==> src/rtl/z80_ram_arbiter.sv <==
// z80_ram_arbiter: shares one external SRAM between the Z80 (post-MMU address)
// and a single DMA requester. Every access is a fixed ACC_CYC-clock strobe cycle.
// The Z80 is stalled through nWAIT while its access is pending. A starvation
// counter forces the DMA through after STARVE_LIM consecutive contested CPU grants.
module z80_ram_arbiter #(
    parameter int AW         = 20,
    parameter int ACC_CYC    = 2,
    parameter int STARVE_LIM = 4
) (
    input  logic          clk,
    input  logic          nRESET,
    input  logic          nMREQ,
    input  logic          nRD,
    input  logic          nWR,
    input  logic          pt_hit,
    input  logic [AW-1:0] cpu_addr,
    input  logic [7:0]    cpu_wdata,
    output logic [7:0]    cpu_rdata,
    output logic          nWAIT,
    input  logic          dma_req,
    input  logic          dma_we,
    input  logic [AW-1:0] dma_addr,
    input  logic [7:0]    dma_wdata,
    output logic          dma_ack,
    output logic [7:0]    dma_rdata,
    output logic [AW-1:0] sram_addr,
    output logic [7:0]    sram_wdata,
    input  logic [7:0]    sram_rdata,
    output logic          sram_nCE,
    output logic          sram_nOE,
    output logic          sram_nWE
);

    localparam int CW = (ACC_CYC > 1) ? $clog2(ACC_CYC) : 1;
    localparam int SW = $clog2(STARVE_LIM + 1);

    typedef enum logic [1:0] {S_IDLE, S_CPU, S_DMA} state_t;

    state_t          r_state;
    state_t          w_next;
    logic [CW-1:0]   r_cyc;
    logic [SW-1:0]   r_starve;
    logic [AW-1:0]   r_sram_addr;
    logic [7:0]      r_sram_wdata;
    logic            r_we;
    logic            r_cpu_done;
    logic [7:0]      r_cpu_rdata;
    logic            r_dma_ack;
    logic [7:0]      r_dma_rdata;

    logic            w_cpu_pend;
    logic            w_dma_pend;
    logic            w_cpu_win;
    logic            w_dma_win;
    logic            w_last;
    logic            w_acc;

    // A CPU access finished while nMREQ stays low must not be re-issued;
    // nRD and nWR both low still counts as a request (handled as a write).
    assign w_cpu_pend = ~nMREQ & (~nRD | ~nWR) & ~pt_hit & ~r_cpu_done;
    // The requester only sees dma_ack one clock later, so ignore its still-high
    // request in the ack cycle to avoid a spurious second access.
    assign w_dma_pend = dma_req & ~r_dma_ack;
    assign w_last     = (r_cyc == CW'(ACC_CYC - 1));
    assign w_acc      = (r_state != S_IDLE);

    // State register
    always_ff @(posedge clk or negedge nRESET) begin
        if (!nRESET) r_state <= S_IDLE;
        else         r_state <= w_next;
    end

    // Next state: arbitration happens only in IDLE; accesses run to their last cycle
    always_comb begin
        w_next    = r_state;
        w_cpu_win = 1'b0;
        w_dma_win = 1'b0;
        case (r_state)
            S_IDLE: begin
                if (w_cpu_pend && !(w_dma_pend && r_starve >= SW'(STARVE_LIM))) begin
                    w_cpu_win = 1'b1;
                    w_next    = S_CPU;
                end else if (w_dma_pend) begin
                    w_dma_win = 1'b1;
                    w_next    = S_DMA;
                end
            end
            S_CPU, S_DMA: if (w_last) w_next = S_IDLE;
            default: w_next = S_IDLE;
        endcase
    end

    // Outputs: strobes decode from state so a reset drops them immediately
    always_comb begin
        nWAIT    = ~w_cpu_pend;
        sram_nCE = ~w_acc;
        sram_nOE = ~(w_acc & ~r_we);
        // Write strobe releases in the last cycle so data is held past nWE rise
        sram_nWE = ~(w_acc & r_we & ~w_last);
    end

    // Access datapath: grant capture, cycle count, starvation, completion
    always_ff @(posedge clk or negedge nRESET) begin
        if (!nRESET) begin
            r_cyc        <= '0;
            r_starve     <= '0;
            r_sram_addr  <= '0;
            r_sram_wdata <= '0;
            r_we         <= 1'b0;
            r_cpu_done   <= 1'b0;
            r_cpu_rdata  <= '0;
            r_dma_ack    <= 1'b0;
            r_dma_rdata  <= '0;
        end else begin
            r_cyc     <= (w_acc && !w_last) ? r_cyc + CW'(1) : '0;
            r_dma_ack <= (r_state == S_DMA) && w_last;

            if (w_cpu_win) begin
                r_sram_addr  <= cpu_addr;
                r_sram_wdata <= cpu_wdata;
                r_we         <= ~nWR;
            end else if (w_dma_win) begin
                r_sram_addr  <= dma_addr;
                r_sram_wdata <= dma_wdata;
                r_we         <= dma_we;
            end

            if (r_state == S_IDLE) begin
                if (!w_dma_pend || w_dma_win) r_starve <= '0;
                else if (w_cpu_win)           r_starve <= r_starve + SW'(1);
            end

            // A CPU that dropped nMREQ mid-access gets no data and no done flag
            if (nMREQ)                                  r_cpu_done <= 1'b0;
            else if ((r_state == S_CPU) && w_last)      r_cpu_done <= 1'b1;

            if ((r_state == S_CPU) && w_last && !nMREQ && !r_we) r_cpu_rdata <= sram_rdata;
            if ((r_state == S_DMA) && w_last && !r_we)           r_dma_rdata <= sram_rdata;
        end
    end

    assign sram_addr  = r_sram_addr;
    assign sram_wdata = r_sram_wdata;
    assign cpu_rdata  = r_cpu_rdata;
    assign dma_ack    = r_dma_ack;
    assign dma_rdata  = r_dma_rdata;

endmodule

==> config.mk <==
export PLATFORM = sky130hd
export DESIGN_NAME = z80_ram_arbiter
export DESIGN_NICKNAME = d
export VERILOG_FILES = /design/src/rtl/z80_ram_arbiter.sv
export SDC_FILE = /design/constraint.sdc
export NUM_CORES = 1
export LEC_CHECK = 0
export BUFFER_PORTS_ARGS = -buffer_cell sky130_fd_sc_hd__clkbuf_2
export CAP_MARGIN = 10
export CORE_ASPECT_RATIO = 0.75
export CORE_UTILIZATION = 35
export CTS_CLUSTER_DIAMETER = 100
export CTS_CLUSTER_SIZE = 12
export DETAILED_ROUTE_END_ITERATION = 7
export GPL_TIMING_DRIVEN = 0
export MAX_ROUTING_LAYER = met4
export PLACE_DENSITY = 0.63
export SLEW_MARGIN = 20
export SYNTH_ARGS = -nofsm -noshare
export SYNTH_HDL_FRONTEND = slang
export SYNTH_SLANG_ARGS = --single-unit
==> constraint.sdc <==
create_clock -name clk -period 5.5 [get_ports clk]
set_input_delay 1.1 -clock clk [delete_from_list [all_inputs] [get_ports clk]]
set_output_delay 1.1 -clock clk [all_outputs]
set_load 0.005 [all_outputs]
* After elaboration in Yosys (flattened, before gate mapping) *
Index checks and enable logic that the tools add are counted.

operators by class
  $add $sub $neg = 2
  magnitude comparators = 1
  equality and inequality tests = 4
  muxes and demuxes = 20
  bitwise gates (word level) = 20
  reduce and logical (&&, ||, !) cells = 22

operator list
  operator                                                          number
  20-bit two-way mux                                                2
  8-bit two-way mux                                                 2
  1-bit NOT                                                         12
  1-bit two-way mux                                                 10
  1-bit logical AND                                                 8
  2-bit nonzero test                                                4
  1-bit AND                                                         7
  2-bit two-way mux                                                 3
  3-bit two-way mux                                                 2
  1-bit logical NOT                                                 5
  2-bit case mux with 2 select lines                                1
  2-bit AND reduction                                               2
  3-bit by 1-bit adder with 3-bit output (second input constant)    1
  3-bit >= comparator (second input constant)                       1
  3-bit inequality test (second input constant)                     1
  2-bit by 1-bit == test with 1-bit output (second input constant)  1
  2-bit == test (second input constant)                             1
  2-bit logical NOT                                                 1
  2-bit inequality test (second input constant)                     1
  2-bit OR reduction                                                1
  1-bit adder (second input constant)                               1
  1-bit logical OR                                                  1
  1-bit OR                                                          1

word-level totals
  flip-flop bits (word level) = 53
  input port bits = 72
  output and inout port bits = 49
  logic and storage cells = 79

* Longest topological paths before layout *
  word-level depth = 11
  mapped depth = 7
  mapped depth without buffers = 5

* Worst setup path before layout *
OpenSTA, ideal clock, no wires.

  kind = input to output
  from = input nWR
  to = output nWAIT
  data arrival time = 1.836 ns
  path slack = 2.564 ns
  stages = 3
  path through = a2111oi_4 inv_1 clkbuf_1

on the way
  longest elaborated chain between the ends = 6

RTL lines
  element                 line  text
  start, declared         14    input logic nWR,
  1-bit NOT               60    assign w_cpu_pend = ~nMREQ & (~nRD | ~nWR) & ~pt_hit & ~r_cpu_done;
  1-bit OR                60
  1-bit AND (3 in a row)  60
  1-bit NOT               95    nWAIT = ~w_cpu_pend;
  end, declared           19    output logic nWAIT,

Every way passes these cells.

* Worst setup path in the final report *
Ends and elaborated chain as after synthesis.

==> reports/qor.txt <==
worst vdd ir = 0.1737 mV
post-synthesis cell type count = 31
Die ar. = 8007 um^2
fillers = 748
Final TNS setup = 0 ps
Iter 0 DRT Violations = 145
Layout Nets = 457
worst-case clock skew = 8.321 ps
Post-synth ARST share = 1.000
Leakage = 1.599 nW
row cnt = 27
Layout Utilization = 0.4754
total global routing overflow = 0
DR vias = 2633
final hold violations = 0
synthesized instance count = 254
hold_buf cts = 0
Longest Clk Path Bufs = 2
cts bufs inserted = 5
hold wc startpoint = dma_rdata[7]
WHS Path Cells = 1
Max Slew Vio Count = 0
crit path time final = 3478 ps
Starting Density = 0.3636
R2R cell count = 7
Synthesized Nets = 330
Crit. End Element = output pin
Worst Tran Pin Value = 731.6 ps
largest net degree at the start of global routing = 54
RePlAce Congestion = 0.7698
clk_lat worst skew = 320 ps
first-pass GRT wire length = 12.59 mm
Mean Syn Cell Area = 10.54 um^2
htree depth = 2
clk root buf = clkbuf_8
Routed Antenna Nets = 0
share of cells above drive strength 1 = 0.4031
most frequent cells in the layout = clkbuf_2, dfrtp_1, nor3_1, o211ai_1, o31ai_1
Reg2Reg Capture Point = sram_addr[18]
chip width = 103.0 um
multi-input combinational cell area = 1212 um^2
flop2flop setup slack = 3320 ps
Post-CTS Setup Bufs = 0
ANT cells = 0
Pre-antenna DRT Iters = 4
hpwl dp = 5.867 mm
RSZ-0062 raised after global routing = false
number of remaining DRC errors = 0
most common cell after layout, fill and taps aside = clkbuf_2
outcome = complete, no violations
number of synthesized flops with an enable pin = 0
fmax = 0.2875 GHz
final wirelength = 7.991 mm
post-CTS sizing = 0
Setup WS pre-CTS = 2042 ps
IO Port Bufs = 120
Max-Cap Viols = 0
Area contributors post-synth = dfrtp_1, o211ai_1, o31ai_1
Clk pin slew, worst setup/hold paths = 110 ps
Synth Cell Area = 2678 um^2
I/O Pins = 121
Synth top area share = 0.4953
vias in the first global route = 2505
Post-synth top flop = dfrtp_1
area leader, netlist = dfrtp_1
critical path class = input pin to output pin
CTS tree = yes
post-synthesis sequential area ratio = 0.4953
core area = 7365 um^2
HP Class = register to register
clock sink count = 53
fin cells = 483
initial antenna violation count = 0
crit path max fanout = 10
worst hold path endpoint = dma_rdata[7]
CP Data Required Time = 4400 ps
register area = 1326 um^2
chip height = 77.75 um
Tcrit/Tclk final = 0.6324
vias per cell = 5.451
synthesis-stage register bit count = 53
GRT Resource Usage Total = 0.2086
CP arrival = 2380 ps
final setup fails = 0
Worst R2R Start = r_state[0]
setup ws final = 2022 ps
startpoint types = input pin
Layout area overhead = 30.75%
power per cell area = 457.1 nW/um^2
yosys warns = 0
headroom to the max-slew limit = 0.5123
wire per inst = 16.54 um
DP Cell Count = 475
sequential cells by signal, summed over array words and instances, names as in the netlist:
| name | flops |
|---|---|
| r_cyc | 1 |
| r_we | 1 |
| dma_rdata | 8 |
| sram_wdata | 8 |
| cpu_rdata | 8 |
| r_starve | 3 |
| dma_ack | 1 |
| sram_addr | 20 |
| r_state | 2 |
| r_cpu_done | 1 |
cell usage after synthesis, types with 2 or more instances:
master	n
nand3b_1	2
mux2_2	16
o211ai_1	29
inv_1	4
nand2_1	4
o32ai_1	2
a31oi_1	28
dfrtp_1	53
nor2_1	3
nor3_1	29
buf_2	6
and2_1	2
nor2b_1	3
o31ai_1	29
nand2b_1	3
a21oi_1	3
clkbuf_1	21
ha_1	4
cell families (layout without fill, tap and decap cells):
kind of cell / Yosys count / in the layout / synth area share
buffers and inverters: 33 / 161 / 0.05187
DFF: 53 / 53 / 0.4953
AOI/OAI and AO/OA: 97 / 97 / 0.2636
adders and majority gates: 4 / 4 / 0.01869
muxes: 16 / 16 / 0.06729
and+or+nand+nor: 51 / 51 / 0.1033
metal layers:
metal / global-route usage / up-vias / share of wire
met5: - / - / 0
met4: 0.04648 / 0 / 0.0064
met3: 0.03333 / 5 / 0.069
met2: 0.3180 / 109 / 0.46
met1: 0.2920 / 1266 / 0.46
li1: - / 1253 / -
through the flow:
stage / power [mW] / area (um^2) / hold WS (ps)
2_1_floorplan: 1.056 / 2678 / 468.2
3_3_place_gp: 1.360 / 3405 / 487.2
3_5_place_dp: 1.381 / 3407 / 494.1
4_1_cts: 1.613 / 3501 / 521.0
5_1_grt: 1.727 / 3501 / 534.6
6_report: 1.600 / 3501 / 515.1
power by group:
part           switching [mW]  internal, mW
logic                   0.361         0.335
registers               0.104         0.566
clock network           0.142        0.0923
worst max path at each step:
stage	from	endpoint	slack, ps	cells after the start
finish	nWR	nWAIT	2020	5
global route	r_state[0]	sram_nWE	1920	7
CTS	nWR	nWAIT	2040	5
detailed placement	nWR	nWAIT	2040	5
global placement	nWR	nWAIT	2020	5
floorplan	nWR	nWAIT	2560	3
cell type report:
| class | count | share of cell area |
|---|---|---|
| inverter | 4 | 0.004289 |
| buffer | 29 | 0.03538 |
| clock buffer | 5 | 0.01966 |
| sequential | 53 | 0.3788 |
| clock inverter | 3 | 0.007148 |
| multi-input combinational | 168 | 0.3463 |
| timing repair buffer | 120 | 0.1723 |
| tap | 101 | 0.03610 |
critical path, stage by stage:
cell	delay [ps]
clkbuf_2	130
a2111oi_4	450
inv_1	190
clkbuf_1	310
clkbuf_2	200
No activity file was read; power rests on OpenSTA's default activity.
